<file path="config.mk">
export PLATFORM = sky130hd
export DESIGN_NAME = demux_strobe_flat
export DESIGN_NICKNAME = d
export VERILOG_FILES = /design/src/rtl/demux_pkg.sv /design/src/rtl/demux_strobe_if.sv /design/src/rtl/demux_n.sv /design/src/rtl/demux_strobe.sv /design/src/flat_wrapper.sv
export SDC_FILE = /design/constraint.sdc
export NUM_CORES = 1
export LEC_CHECK = 0
export BUFFER_PORTS_ARGS = -buffer_cell sky130_fd_sc_hd__buf_2
export CORE_MARGIN = 4
export CORE_UTILIZATION = 47
export DETAILED_ROUTE_END_ITERATION = 8
export PLACE_DENSITY = 0.67
export REMOVE_ABC_BUFFERS = 1
export SYNTH_ARGS = -nofsm -noshare
export SYNTH_HDL_FRONTEND = slang
export SYNTH_SLANG_ARGS = --single-unit
</file>
<file path="constraint.sdc">
create_clock -name clk -period 4.7 [get_ports clk]
set_input_delay 1.175 -clock clk [delete_from_list [all_inputs] [get_ports clk]]
set_output_delay 1.175 -clock clk [all_outputs]
set_load 0.01 [all_outputs]
</file>
<file path="src/rtl/demux_pkg.sv">
// Shared definitions for the registered active-low select strobe/scan block.
package demux_pkg;

  typedef enum logic [1:0] {
    ST_IDLE  = 2'd0,
    ST_DWELL = 2'd1,
    ST_GAP   = 2'd2
  } state_t;

  // Widest dwell field the helper supports; callers zero-extend into it.
  localparam int MAX_LEN_W = 16;

  // A programmed length of zero still dwells for one cycle.
  function automatic logic [MAX_LEN_W-1:0] dwell_len(input logic [MAX_LEN_W-1:0] len);
    return (len == '0) ? MAX_LEN_W'(1) : len;
  endfunction

endpackage

</file>
<file path="src/rtl/demux_strobe_if.sv">
// Request/select bundle between the sequencer and the strobe block.
interface demux_strobe_if #(
  parameter int SEL_W = 3,
  parameter int LEN_W = 4
);

  logic                    req;
  logic [SEL_W-1:0]        sel;
  logic [LEN_W-1:0]        len;
  logic                    scan;
  logic [(1<<SEL_W)-1:0]   out_n;
  logic                    busy;
  logic                    done;

  modport master (output req, sel, len, scan, input out_n, busy, done);
  modport slave  (input req, sel, len, scan, output out_n, busy, done);

endinterface

</file>
<file path="src/rtl/demux_n.sv">
// Combinational active-low index decoder; disabled means every line high.
module demux_n #(
  parameter int SEL_W = 3
) (
  input  logic                  en,
  input  logic [SEL_W-1:0]      idx,
  output logic [(1<<SEL_W)-1:0] y
);

  always_comb begin
    y = '1;
    if (en) y[idx] = 1'b0;
  end

endmodule

</file>
<file path="src/rtl/demux_strobe.sv">
// Drives one active-low select for a programmed dwell (strobe) or walks all
// lines in turn (scan). Every output comes straight from a flop.
module demux_strobe
  import demux_pkg::*;
#(
  parameter int SEL_W      = 3,
  parameter int LEN_W      = 4,
  parameter int GAP_CYCLES = 1
) (
  input  logic            clk,
  input  logic            rst_n,
  demux_strobe_if.slave   bus
);

  localparam int N = 1 << SEL_W;

  state_t                 state;
  logic [SEL_W-1:0]       idx;
  logic [SEL_W-1:0]       idx_next;
  logic [LEN_W-1:0]       cnt;
  logic [LEN_W-1:0]       reload;
  logic                   scan_mode;
  logic [N-1:0]           out_q;
  logic                   busy_q;
  logic                   done_q;

  logic [MAX_LEN_W-1:0]   len_ext;
  logic [MAX_LEN_W-1:0]   dwell;
  logic [LEN_W-1:0]       accept_cnt;
  logic                   dwell_end;
  logic                   advance_scan;
  logic                   gap_last;

  logic                   dec_en;
  logic [SEL_W-1:0]       dec_idx;
  logic [N-1:0]           dec_y;

  assign len_ext      = MAX_LEN_W'(bus.len);
  assign dwell        = dwell_len(len_ext);
  assign accept_cnt   = LEN_W'(dwell - MAX_LEN_W'(1));
  assign idx_next     = idx + SEL_W'(1);
  assign dwell_end    = (state == ST_DWELL) && (cnt == '0);
  assign advance_scan = dwell_end && scan_mode && bus.req;

  generate
    if (GAP_CYCLES > 0) begin : g_gap
      localparam int GW = $clog2(GAP_CYCLES + 1);
      logic [GW-1:0] gap_cnt;

      always_ff @(posedge clk) begin
        if (!rst_n) begin
          gap_cnt <= '0;
        end else if (advance_scan) begin
          gap_cnt <= GW'(GAP_CYCLES - 1);
        end else if (state == ST_GAP && gap_cnt != '0) begin
          gap_cnt <= gap_cnt - GW'(1);
        end
      end

      assign gap_last = (gap_cnt == '0);
    end else begin : g_nogap
      assign gap_last = 1'b1;
    end
  endgenerate

  // Selects which line (if any) is low in the cycle after this edge.
  always_comb begin
    dec_en  = 1'b0;
    dec_idx = idx;
    case (state)
      ST_IDLE: begin
        if (bus.req) begin
          dec_en  = 1'b1;
          dec_idx = bus.sel;
        end
      end
      ST_DWELL: begin
        if (cnt != '0) begin
          dec_en = 1'b1;
        end else if (advance_scan && GAP_CYCLES == 0) begin
          dec_en  = 1'b1;
          dec_idx = idx_next;
        end
      end
      ST_GAP: begin
        if (gap_last) begin
          dec_en  = 1'b1;
          dec_idx = idx_next;
        end
      end
      default: ;
    endcase
  end

  demux_n #(.SEL_W(SEL_W)) u_dec (
    .en  (dec_en),
    .idx (dec_idx),
    .y   (dec_y)
  );

  always_ff @(posedge clk) begin
    if (!rst_n) begin
      state     <= ST_IDLE;
      idx       <= '0;
      cnt       <= '0;
      reload    <= '0;
      scan_mode <= 1'b0;
      out_q     <= '1;
      busy_q    <= 1'b0;
      done_q    <= 1'b0;
    end else begin
      out_q  <= dec_y;
      done_q <= 1'b0;
      case (state)
        ST_IDLE: begin
          if (bus.req) begin
            idx       <= bus.sel;
            cnt       <= accept_cnt;
            reload    <= accept_cnt;
            scan_mode <= bus.scan;
            busy_q    <= 1'b1;
            state     <= ST_DWELL;
          end
        end
        ST_DWELL: begin
          if (cnt != '0) begin
            cnt <= cnt - LEN_W'(1);
          end else if (advance_scan) begin
            if (GAP_CYCLES == 0) begin
              idx <= idx_next;
              cnt <= reload;
            end else begin
              state <= ST_GAP;
            end
          end else begin
            busy_q <= 1'b0;
            done_q <= 1'b1;
            state  <= ST_IDLE;
          end
        end
        ST_GAP: begin
          if (gap_last) begin
            idx   <= idx_next;
            cnt   <= reload;
            state <= ST_DWELL;
          end
        end
        default: state <= ST_IDLE;
      endcase
    end
  end

  assign bus.out_n = out_q;
  assign bus.busy  = busy_q;
  assign bus.done  = done_q;

endmodule

</file>
<file path="src/flat_wrapper.sv">
// flat-port wrapper written by rule: the top's interface ports become plain ports
module demux_strobe_flat import demux_pkg::*;
#(
  parameter int SEL_W      = 3,
  parameter int LEN_W      = 4,
  parameter int GAP_CYCLES = 1
)
  (clk, rst_n, bus_req, bus_sel, bus_len, bus_scan, bus_out_n, bus_busy, bus_done);
  demux_strobe_if #(.SEL_W(SEL_W), .LEN_W(LEN_W)) bus_i ();
  input  logic clk;
  input  logic rst_n;
  input wire logic [$bits(bus_i.req)-1:0] bus_req;
  input wire logic [$bits(bus_i.sel)-1:0] bus_sel;
  input wire logic [$bits(bus_i.len)-1:0] bus_len;
  input wire logic [$bits(bus_i.scan)-1:0] bus_scan;
  output wire logic [$bits(bus_i.out_n)-1:0] bus_out_n;
  output wire logic [$bits(bus_i.busy)-1:0] bus_busy;
  output wire logic [$bits(bus_i.done)-1:0] bus_done;
  assign bus_i.req = bus_req;
  assign bus_i.sel = bus_sel;
  assign bus_i.len = bus_len;
  assign bus_i.scan = bus_scan;
  assign bus_out_n = bus_i.out_n;
  assign bus_busy = bus_i.busy;
  assign bus_done = bus_i.done;
  demux_strobe #(.SEL_W(SEL_W), .LEN_W(LEN_W), .GAP_CYCLES(GAP_CYCLES)) u_core (.clk(clk), .rst_n(rst_n), .bus(bus_i));
endmodule
</file>
* Yosys cells after proc, flatten, opt, wreduce, memory -nomap -nowiden *
Cells that the tools add are included.

operators by class
  equal/unequal tests = 7
  bitwise operators = 3
  multiplexer cells = 24
  add/sub/neg operators = 4
  $lt $le $gt $ge = 2
  reduce and logical (&&, ||, !) cells = 18

operators with widths
  kind                 count
  $logic_not 16->1     1
  $mux 4               4
  $pmux 4 s3           1
  $ne 2x2->1 const B   5
  $mux 1               8
  $mux 2               4
  $not 8->8            1
  $reduce_and 4->1     2
  $sub 4x1->4 const B  2
  $mux 3               2
  $pmux 2 s3           1
  $pmux 3 s2           1
  $logic_and 1x1->1    5
  $logic_not 4->1      1
  $lt 3x4->1 const B   1
  $reduce_and 2->1     2
  $reduce_bool 4->1    1
  $add 3x1->3 const B  1
  $demux 1 s3          1
  $ge 3x1->1 const B   1
  $pmux 1 s3           1
  $reduce_and 3->1     1
  $reduce_bool 3->1    1
  $reduce_or 3->1      1
  other kinds (8)      9

word-level totals
  bits of input ports = 11
  register bits = 25
  output and inout port bits = 10
  word-level logic and storage cells = 67

* Logic depth before layout (Yosys ltp) *
Gate-level depths: netlist of the first run.

  depth in word-level cells = 8
  mapped depth = 7
  mapped depth without buffers = 7

* Modules after synthesis *
A second synthesis of the first run with hierarchy kept.

unflattened totals
  cell total of the unflattened synthesis = 146
  area, all modules = 1346.3 um^2

modules (own cells, without submodules)
  module        instances  sequential area each (um^2)  area each (um^2)  cells each
  demux_strobe  1          500.5                        1270.0            138
  demux_n       1          0.0                          76.3              8

* Worst setup path after synthesis of the first run *
No wires, ideal clock.

  kind = input to register
  from = input bus_req
  to = register u_core.out_q[0] (netlist: u_core.bus.out_n[0])
  data required time = 4.561 ns
  arrival time = 2.164 ns
  library setup time = 0.139 ns
  cell stages on the path = 4
  buffers on the path = 0
  setup slack = 2.397 ns
  cell sequence = mux2_4 a221oi_4 nor4b_4 nand3_1

on the way
  cells in the longest elaborated chain, start to end = 7
  elaborated cells between the ends (all ways) = 11
  classes of those cells = order compare (2); mux (6); bitwise (1); reduce/logical (2)

ends and longest elaborated chain
  item                                                                   RTL line             source
  start, declared                                                        flat_wrapper.sv:12   input wire logic [$bits(bus_i.req)-1:0] bus_req;
  $mux 3                                                                 --
  $pmux 3 s2                                                             demux_strobe.sv:70   case (state)
  $lt 3x4->1 (not written as such) / $ge 3x1->1 (equally long branches)  demux_n.sv:12        if (en) y[idx] = 1'b0;
  $logic_and 1x1->1 (not written as such)                                demux_n.sv:12
  $mux 1 (not written as such)                                           demux_n.sv:12
  $demux 1 s3                                                            demux_n.sv:12
  $not 8->8 (no line)                                                    --
  end signal, assigned                                                   demux_strobe.sv:112  out_q <= dec_y;
  end, declared                                                          demux_strobe.sv:23   logic [N-1:0] out_q;

Parallel ways exist; a longest one is shown, timed or not.
A chain may end at the register's enable or synchronous reset.

* Final worst setup path of the first run *
Ends and elaborated chain as after synthesis.

==> implementation parameters, run 1 <==
Parameter                              Value

Setup path
  Required arrival time at the worst endpoint ... 4.90 ns
  Gate family responsible for the most delay along the worst path ... simple AND/OR/NAND/NOR gates
  Worst Path Max Fanout ... 7
  Kind of launch point of the worst setup path ... input pin
  Critical path data arrival time ... 2.45 ns
  Setup Crit Path Kind ... in -> reg
  Combined buffer and inverter count along the critical path ... 1
  Worst path max stage delay ... 0.33 ns
  Critical path, cell by cell ... buf_2 > mux2_4 > a221oi_4 > nor4b_4 > nand3_1
  Worst path slowest cell ... sky130_fd_sc_hd__mux2_4
  Worst setup EP type ... register
  Setup slack of the most critical reg-to-reg path ... 2.60 ns

Layout
  Fraction of layout instances using a drive strength above 1 ... 0.210
  Final Core Density ... 0.568
  Net count reported at finish ... 177
  Fillers ... 246
  Growth of design area from synthesis to finish ... 11.7%
  Antenna fix cells ... 0
  Final instance area ... 1450 um^2

Power
  Worst supply voltage drop on vdd ... 0.000213 V
  Cell Pwr Density ... 386 nW/um^2
  Power Total ... 0.559 mW
  Leak ... 0.580 nW

Route
  Via-per-instance ratio ... 5.36
  Average wire length per cell after detail routing ... 13.8 um
  Remaining routing DRC violations ... 0
  Drt initial violations ... 11
  Overall routed net length ... 2590 um
  Via total after detailed routing ... 1002
  Drt first pass iters ... 4
  Detail Route Antenna Nets ... 0

Timing
  Setup repair after global routing missed its margin ... false
  Final number of setup-violating endpoints ... 0
  Max Freq ... 0.446 GHz
  Share of the cycle needed by the critical path after routing ... 0.477
  Relative slew margins ... 0.564
  Post-route worst setup slack ... 2.46 ns
  Hold Vio Cnt, Final ... 0
  Final critical-path required period ... 2.24 ns
  Slew at the pin with the worst max-slew slack ... 0.655 ns
  Sum Neg Setup Slack ... 0 ns
  Fin. max-slew vios ... 0
  Final clock skew ... 0.00301 ns

Global routing
  Final global-route overflow total ... 0
  Maximum number of pins on one net before global-route repair ... 18
  Overall global routing resource usage ... 0.147
  First-pass GRT wire length ... 4010 um
  Number of antenna violations at the first check in global routing ... 0
  Vias in the first global route ... 918

Place
  Buffers on Ports ... 20
  Dpl cell area ... 1420 um^2
  Placed wire-length estimate after detailed placement ... 1990 um
  Routability congestion estimate from global placement ... 0.792
  DP Worst Slack ... 2.10 ns

CTS
  Cell at the root of the clock tree ... sky130_fd_sc_hd__clkbuf_4
  H-tree level count ... 1
  Clock input transition at the sequential cells of the worst setup and hold paths ... 0.14 ns
  Post-cts hold buffer count ... 0
  Clock latency on the worst-skew pair ... 0.32 ns
  Worst-case clock buffer depth ... 2
  Post-cts gate resize count ... 0
  Number of clock buffers inserted by TritonCTS ... 3
  TritonCTS clock tree ... built
  Buffers inserted during post-CTS setup optimization ... 0
  Sink Count ... 25

Floorplanning
  Effective utilization at floorplan ... 0.509
  Total die area ... 3660 um^2
  Die width ... 60.5 um
  Number of ports placed on the die boundary ... 21
  Row cnt ... 18
  Die outline height ... 60.5 um
  Placeable core region ... 2540 um^2

Logic synthesis
  Async set-or-reset flop fraction in the synthesized netlist ... 0
  Distinct cell type count of the synthesized netlist ... 42
  Share of the yosys chip area belonging to registers ... 0.386
  Synthesized area per cell ... 9.52 um^2
  Cell types with the largest area share after synthesis ... sky130_fd_sc_hd__dfxtp_1 (39%), sky130_fd_sc_hd__ha_1 (7.7%), sky130_fd_sc_hd__mux2i_1 (3.9%)
  Synth area leader ... sky130_fd_sc_hd__dfxtp_1
  Top cells by instance count after synthesis ... sky130_fd_sc_hd__dfxtp_1 (25), sky130_fd_sc_hd__nand2_1 (13), sky130_fd_sc_hd__nor2_1 (13)
  Flip-flop and latch count after synthesis ... 25
  Number of cells produced by synthesis ... 136
  Fraction of post-synthesis cell area in the top cell type by area ... 0.386
  Top_reg_cell synth ... sky130_fd_sc_hd__dfxtp_1
  Number of synthesized flops with an enable pin ... 0
  Top-count cell post-synth ... sky130_fd_sc_hd__dfxtp_1
  Yosys warnings ... 0
  Area of the mapped netlist ... 1290 um^2

Run status
  Result of the run ... finished clean

Flow run
  Maximum capacitance violations ... 0

Min path
  Hold crit path type ... reg -> reg
==> metal layers <==
layer / up-vias / track usage / wire length (um)
li1: 528 / - / -
met1: 456 / 0.179 / 1180
met2: 16 / 0.255 / 1280
met3: 2 / 0.0255 / 103
met4: 0 / 0.0650 / 17
met5: - / 0 / 0
==> where the power goes <==
group | internal [mW] | total (mW) | switching (mW)
sequential | 0.238 | 0.256 | 0.0184
clock | 0.0325 | 0.0995 | 0.0670
combinational | 0.0892 | 0.203 | 0.114
==> worst reg2reg max path: cells and delay by family (launching register included) <==
| kind | cells | cell delay [ns] |
|---|---|---|
| fa+ha+maj | 1 | 0.58 |
| simple gates | 2 | 0.34 |
| flops | 1 | 0.37 |
| buf+inv | 1 | 0.10 |
| compound gates | 2 | 0.60 |
==> through the flow <==
step | hold WS [ns] | instances
2_1_floorplan | 0.436 | 133
3_3_place_gp | 0.458 | 183
3_5_place_dp | 0.465 | 183
4_1_cts | 0.484 | 187
5_1_grt | 0.502 | 187
6_report | 0.478 | 187
==> worst paths after layout <==
kind | startpoint | to | cells after the start
setup / recovery | bus_req | u_core.bus.out_n[0] | 5
hold / removal | u_core.reload[0] | u_core.reload[0] | 2
setup reg to reg | u_core.state[0] | u_core.bus.out_n[0] | 6
hold reg to reg | u_core.reload[0] | u_core.reload[0] | 2
==> placed cells by master (no fill, tap or decap), types with 2 or more instances in the layout <==
cell | netlist | routed
sky130_fd_sc_hd__inv_1 | 8 | 8
sky130_fd_sc_hd__o21ai_1 | 3 | 3
sky130_fd_sc_hd__nand2b_1 | 4 | 4
sky130_fd_sc_hd__a21oi_1 | 5 | 5
sky130_fd_sc_hd__nor2b_1 | 3 | 3
sky130_fd_sc_hd__a211oi_1 | 4 | 4
sky130_fd_sc_hd__nor3_1 | 3 | 3
sky130_fd_sc_hd__a221o_1 | 2 | 2
sky130_fd_sc_hd__dfxtp_1 | 25 | 25
sky130_fd_sc_hd__mux2i_1 | 5 | 5
sky130_fd_sc_hd__xnor2_1 | 3 | 3
sky130_fd_sc_hd__ha_1 | 8 | 8
sky130_fd_sc_hd__nand3_1 | 8 | 8
sky130_fd_sc_hd__clkbuf_4 | 0 | 3
sky130_fd_sc_hd__nand2_1 | 13 | 13
sky130_fd_sc_hd__nor2_1 | 13 | 13
sky130_fd_sc_hd__nand3b_1 | 2 | 2
sky130_fd_sc_hd__a221oi_2 | 2 | 2
sky130_fd_sc_hd__buf_2 | 1 | 20
==> registers in the layout, indices dropped and copies added (netlist names) <==
register,flops
u_core.reload,4
u_core.idx,3
u_core.state,2
u_core.bus.done,1
u_core.cnt,4
u_core.g_gap.gap_cnt,1
u_core.bus.busy,1
u_core.scan_mode,1
u_core.bus.out_n,8
==> area by class of cell <==
type / count / area (um^2) / area share
Tap cell: 30 / 37.5 / 0.0260
Sequential cell: 25 / 500 / 0.346
Clock buffer: 3 / 22.5 / 0.0156
Timing Repair Buffer: 20 / 100 / 0.0692
Inverter: 8 / 30.0 / 0.0208
Multi-Input combinational cell: 100 / 748 / 0.517
Clock inverter: 1 / 7.51 / 0.00519
==> cell families (layout without fill, tap and decap cells) <==
kind of cell,count (synthesis),in the layout,share of synthesized area
AOI/OAI and AO/OA,27,27,0.188
xor gates and xnor gates,4,4,0.0271
adders and majority gates,8,8,0.0773
buffers and inverters,11,32,0.0357
DFF,25,25,0.386
muxes,6,6,0.0502
and+or+nand+nor,55,55,0.235
(Power assumes the default switching activity.)
==> inputs of run 2 (changes only) <==
--- a/config.mk
+++ b/config.mk
@@ -5,6 +5,7 @@
 export SDC_FILE = /design/constraint.sdc
 export NUM_CORES = 1
 export LEC_CHECK = 0
+export ABC_AREA = 1
 export BUFFER_PORTS_ARGS = -buffer_cell sky130_fd_sc_hd__buf_2
 export CORE_MARGIN = 4
 export CORE_UTILIZATION = 47
==> constraint.sdc (replaced) <==
create_clock -name clk -period 2.35 [get_ports clk]
set_input_delay 0.5875 -clock clk [delete_from_list [all_inputs] [get_ports clk]]
set_output_delay 0.5875 -clock clk [all_outputs]
set_load 0.01 [all_outputs]
==> implementation parameters, run 2 <==
Parameter                              Value

Setup path
  Required arrival time at the worst endpoint ... 2.56 ns
  Worst setup path end ... u_core.bus.out_n[7]
  Worst setup EP type ... register
  Worst flop-to-flop path endpoint ... u_core.bus.out_n[7]
  Setup Crit Path Kind ... reg -> reg
  Startpoint of the lowest-slack register-to-register path ... u_core.state[0]
  Critical path data arrival time ... 1.90 ns
  Kind of launch point of the worst setup path ... register
  Setup slack of the most critical reg-to-reg path ... 0.65 ns
  Crit path launch ... u_core.state[0]
  Number of cells on the worst reg-to-reg path ... 8
  Worst Path Max Fanout ... 8

CTS
  Clock input transition at the sequential cells of the worst setup and hold paths ... 0.14 ns
  Cell at the root of the clock tree ... sky130_fd_sc_hd__clkbuf_4
  Worst-case clock buffer depth ... 2
  Buffers inserted during post-CTS setup optimization ... 0
  H-tree level count ... 1
  Sink Count ... 25
  Post-cts hold buffer count ... 0
  TritonCTS clock tree ... built
  Number of clock buffers inserted by TritonCTS ... 3
  Clock latency on the worst-skew pair ... 0.31 ns
  Post-cts gate resize count ... 0

Global routing
  Final global-route overflow total ... 0
  Maximum number of pins on one net before global-route repair ... 15
  Number of antenna violations at the first check in global routing ... 0
  Overall global routing resource usage ... 0.165
  First-pass GRT wire length ... 4530 um
  Vias in the first global route ... 1040

Timing
  Final number of setup-violating endpoints ... 0
  Share of the cycle needed by the critical path after routing ... 0.721
  Setup repair after global routing missed its margin ... false
  Hold Vio Cnt, Final ... 0
  Post-route worst setup slack ... 0.654 ns
  Relative slew margins ... 0.765
  Max Freq ... 0.590 GHz
  Final critical-path required period ... 1.70 ns
  Sum Neg Setup Slack ... 0 ns
  Fin. max-slew vios ... 0
  Final clock skew ... 0.00523 ns
  Slew at the pin with the worst max-slew slack ... 0.352 ns

Place
  Dpl cell area ... 1400 um^2
  Placed wire-length estimate after detailed placement ... 2120 um
  Routability congestion estimate from global placement ... 0.819
  Buffers on Ports ... 20
  DP Worst Slack ... 0.562 ns

Layout
  Fillers ... 269
  Seq. cell area ... 500 um^2
  Antenna fix cells ... 0
  Multi-input combinational cell area ... 654 um^2
  Flip-flop count of the largest register after layout ... 8
  Net count reported at finish ... 219
  Commonest cells after routing, fill and taps aside ... sky130_fd_sc_hd__nand2_1 (42), sky130_fd_sc_hd__dfxtp_1 (25), sky130_fd_sc_hd__inv_1 (22)
  Final instance area ... 1420 um^2
  Final Core Density ... 0.564
  Fraction of layout instances using a drive strength above 1 ... 0.206
  Growth of design area from synthesis to finish ... 11.7%
  Commonest non-fill, non-tap cell in the layout ... sky130_fd_sc_hd__nand2_1

Logic synthesis
  Top-count cell post-synth ... sky130_fd_sc_hd__nand2_1
  Flip-flop and latch count after synthesis ... 25
  Top_reg_cell synth ... sky130_fd_sc_hd__dfxtp_1
  Fraction of post-synthesis cell area in the top cell type by area ... 0.393
  Distinct cell type count of the synthesized netlist ... 26
  Yosys warnings ... 0
  Async set-or-reset flop fraction in the synthesized netlist ... 0
  Number of cells produced by synthesis ... 177
  Synth area leader ... sky130_fd_sc_hd__dfxtp_1
  Number of synthesized flops with an enable pin ... 0
  Share of the yosys chip area belonging to registers ... 0.393
  Synthesized area per cell ... 7.20 um^2
  Area of the mapped netlist ... 1270 um^2
  Top cells by instance count after synthesis ... sky130_fd_sc_hd__nand2_1 (42), sky130_fd_sc_hd__dfxtp_1 (25), sky130_fd_sc_hd__inv_1 (22)
  Cell types with the largest area share after synthesis ... sky130_fd_sc_hd__dfxtp_1 (39%), sky130_fd_sc_hd__nand2_1 (12%), sky130_fd_sc_hd__ha_1 (7.9%)

Floorplanning
  Total die area ... 3610 um^2
  Effective utilization at floorplan ... 0.505
  Die outline height ... 60.1 um
  Die width ... 60.1 um
  Number of ports placed on the die boundary ... 21
  Row cnt ... 18
  Placeable core region ... 2520 um^2

Power
  Proportion of power drawn by flip-flops and latches ... 0.381
  Cell Pwr Density ... 1120 nW/um^2
  Comb pwr share ... 0.501
  Worst supply voltage drop on vdd ... 0.000632 V
  Cell Int Power ... 0.886 mW
  Leak ... 0.688 nW
  Switching power as a share of total power ... 0.443
  Clk network pwr share ... 0.118
  Switch Pwr ... 0.706 mW

Min path
  Hold crit path type ... reg -> reg

Route
  Via total after detailed routing ... 1168
  Drt initial violations ... 93
  Detail Route Antenna Nets ... 0
  Drt first pass iters ... 4
  Via-per-instance ratio ... 5.10
  Remaining routing DRC violations ... 0
  Overall routed net length ... 2680 um
  Average wire length per cell after detail routing ... 11.7 um

Run status
  Result of the run ... finished clean

Flow run
  Maximum capacitance violations ... 0
-- run 2: cell types whose count changed after synthesis, moves of 3 or more --
cell	previous run	this run
sky130_fd_sc_hd__o21ai_1	3	0
sky130_fd_sc_hd__nor2b_1	3	0
sky130_fd_sc_hd__a21oi_1	5	14
sky130_fd_sc_hd__nand2_2	0	5
sky130_fd_sc_hd__nand2_1	13	42
sky130_fd_sc_hd__nand2b_1	4	0
sky130_fd_sc_hd__mux2i_1	5	0
sky130_fd_sc_hd__inv_1	8	22
sky130_fd_sc_hd__nor2_1	13	18
sky130_fd_sc_hd__o21ai_0	1	12
sky130_fd_sc_hd__inv_2	0	4
sky130_fd_sc_hd__a211oi_1	4	0
-- run 2: cell families (layout without fill, tap and decap cells) --
family                   count (synthesis)  in the layout  synth area share
buffers and inverters                   29             51            0.0942
adder cells (fa/ha/maj)                  8              8            0.0785
AO/OA/AOI/OAI                           32             32             0.145
XOR/XNOR                                 1              1           0.00687
flip-flops                              25             25             0.393
AND/OR/NAND/NOR                         82             82             0.283
-- run 2: critical path, stage by stage, from the launching register on --
cell and delay [ns]:
sky130_fd_sc_hd__dfxtp_1 0.41, sky130_fd_sc_hd__inv_1 0.08, sky130_fd_sc_hd__ha_1 0.33, sky130_fd_sc_hd__nor2_2 0.20
sky130_fd_sc_hd__nor2_4 0.06, sky130_fd_sc_hd__nand2_2 0.10, sky130_fd_sc_hd__a21oi_4 0.07, sky130_fd_sc_hd__nor2_1 0.24
sky130_fd_sc_hd__nand2_1 0.10
-- run 2: power groups by stage --
| stage | combinational (mW) | clock, mW | sequential (mW) |
|---|---|---|---|
| after floorplan | 0.608 | 0 | 0.611 |
| after detailed placement | 0.792 | 0 | 0.616 |
| after global placement | 0.781 | 0 | 0.609 |
| after CTS | 0.796 | 0.193 | 0.606 |
| after global routing | 0.913 | 0.221 | 0.622 |
| final | 0.798 | 0.188 | 0.607 |
-- run 2: layout make-up --
| cell class | count | share of cell area |
|---|---|---|
| flip-flops and latches | 25 | 0.351 |
| clock inverters | 1 | 0.00351 |
| repair buffers | 20 | 0.0703 |
| multi-input cells | 123 | 0.460 |
| well taps | 30 | 0.0264 |
| inverters | 27 | 0.0729 |
| clock buffers | 3 | 0.0158 |
-- run 2: metrics by stage --
step                      hold slack [ns]  instances  total power, mW
after floorplan                     0.454        175             1.22
after global placement              0.470        225             1.39
after detailed placement            0.477        225             1.41
after CTS                           0.499        229             1.59
after global routing                0.535        229             1.76
final                               0.499        229             1.59
-- run 2: how the worst min path moves through the flow --
stage / from / to / slack [ns] / cells past startpoint
3_5_place_dp: u_core.cnt[0] / u_core.cnt[0] / 0.48 / 2
2_1_floorplan: u_core.scan_mode / u_core.scan_mode / 0.45 / 2
4_1_cts: u_core.cnt[0] / u_core.cnt[0] / 0.50 / 2
5_1_grt: u_core.cnt[1] / u_core.cnt[1] / 0.54 / 2
6_report: u_core.scan_mode / u_core.scan_mode / 0.50 / 2
3_3_place_gp: u_core.bus.busy / u_core.bus.busy / 0.47 / 2
-- run 2: layer usage --
metal | up-vias | wire (um) | GRT usage
li1 | 611 | - | -
met1 | 524 | 1380 | 0.245
met2 | 29 | 1170 | 0.233
met3 | 4 | 97 | 0.0302
met4 | 0 | 33 | 0.0633
met5 | - | 0 | 0
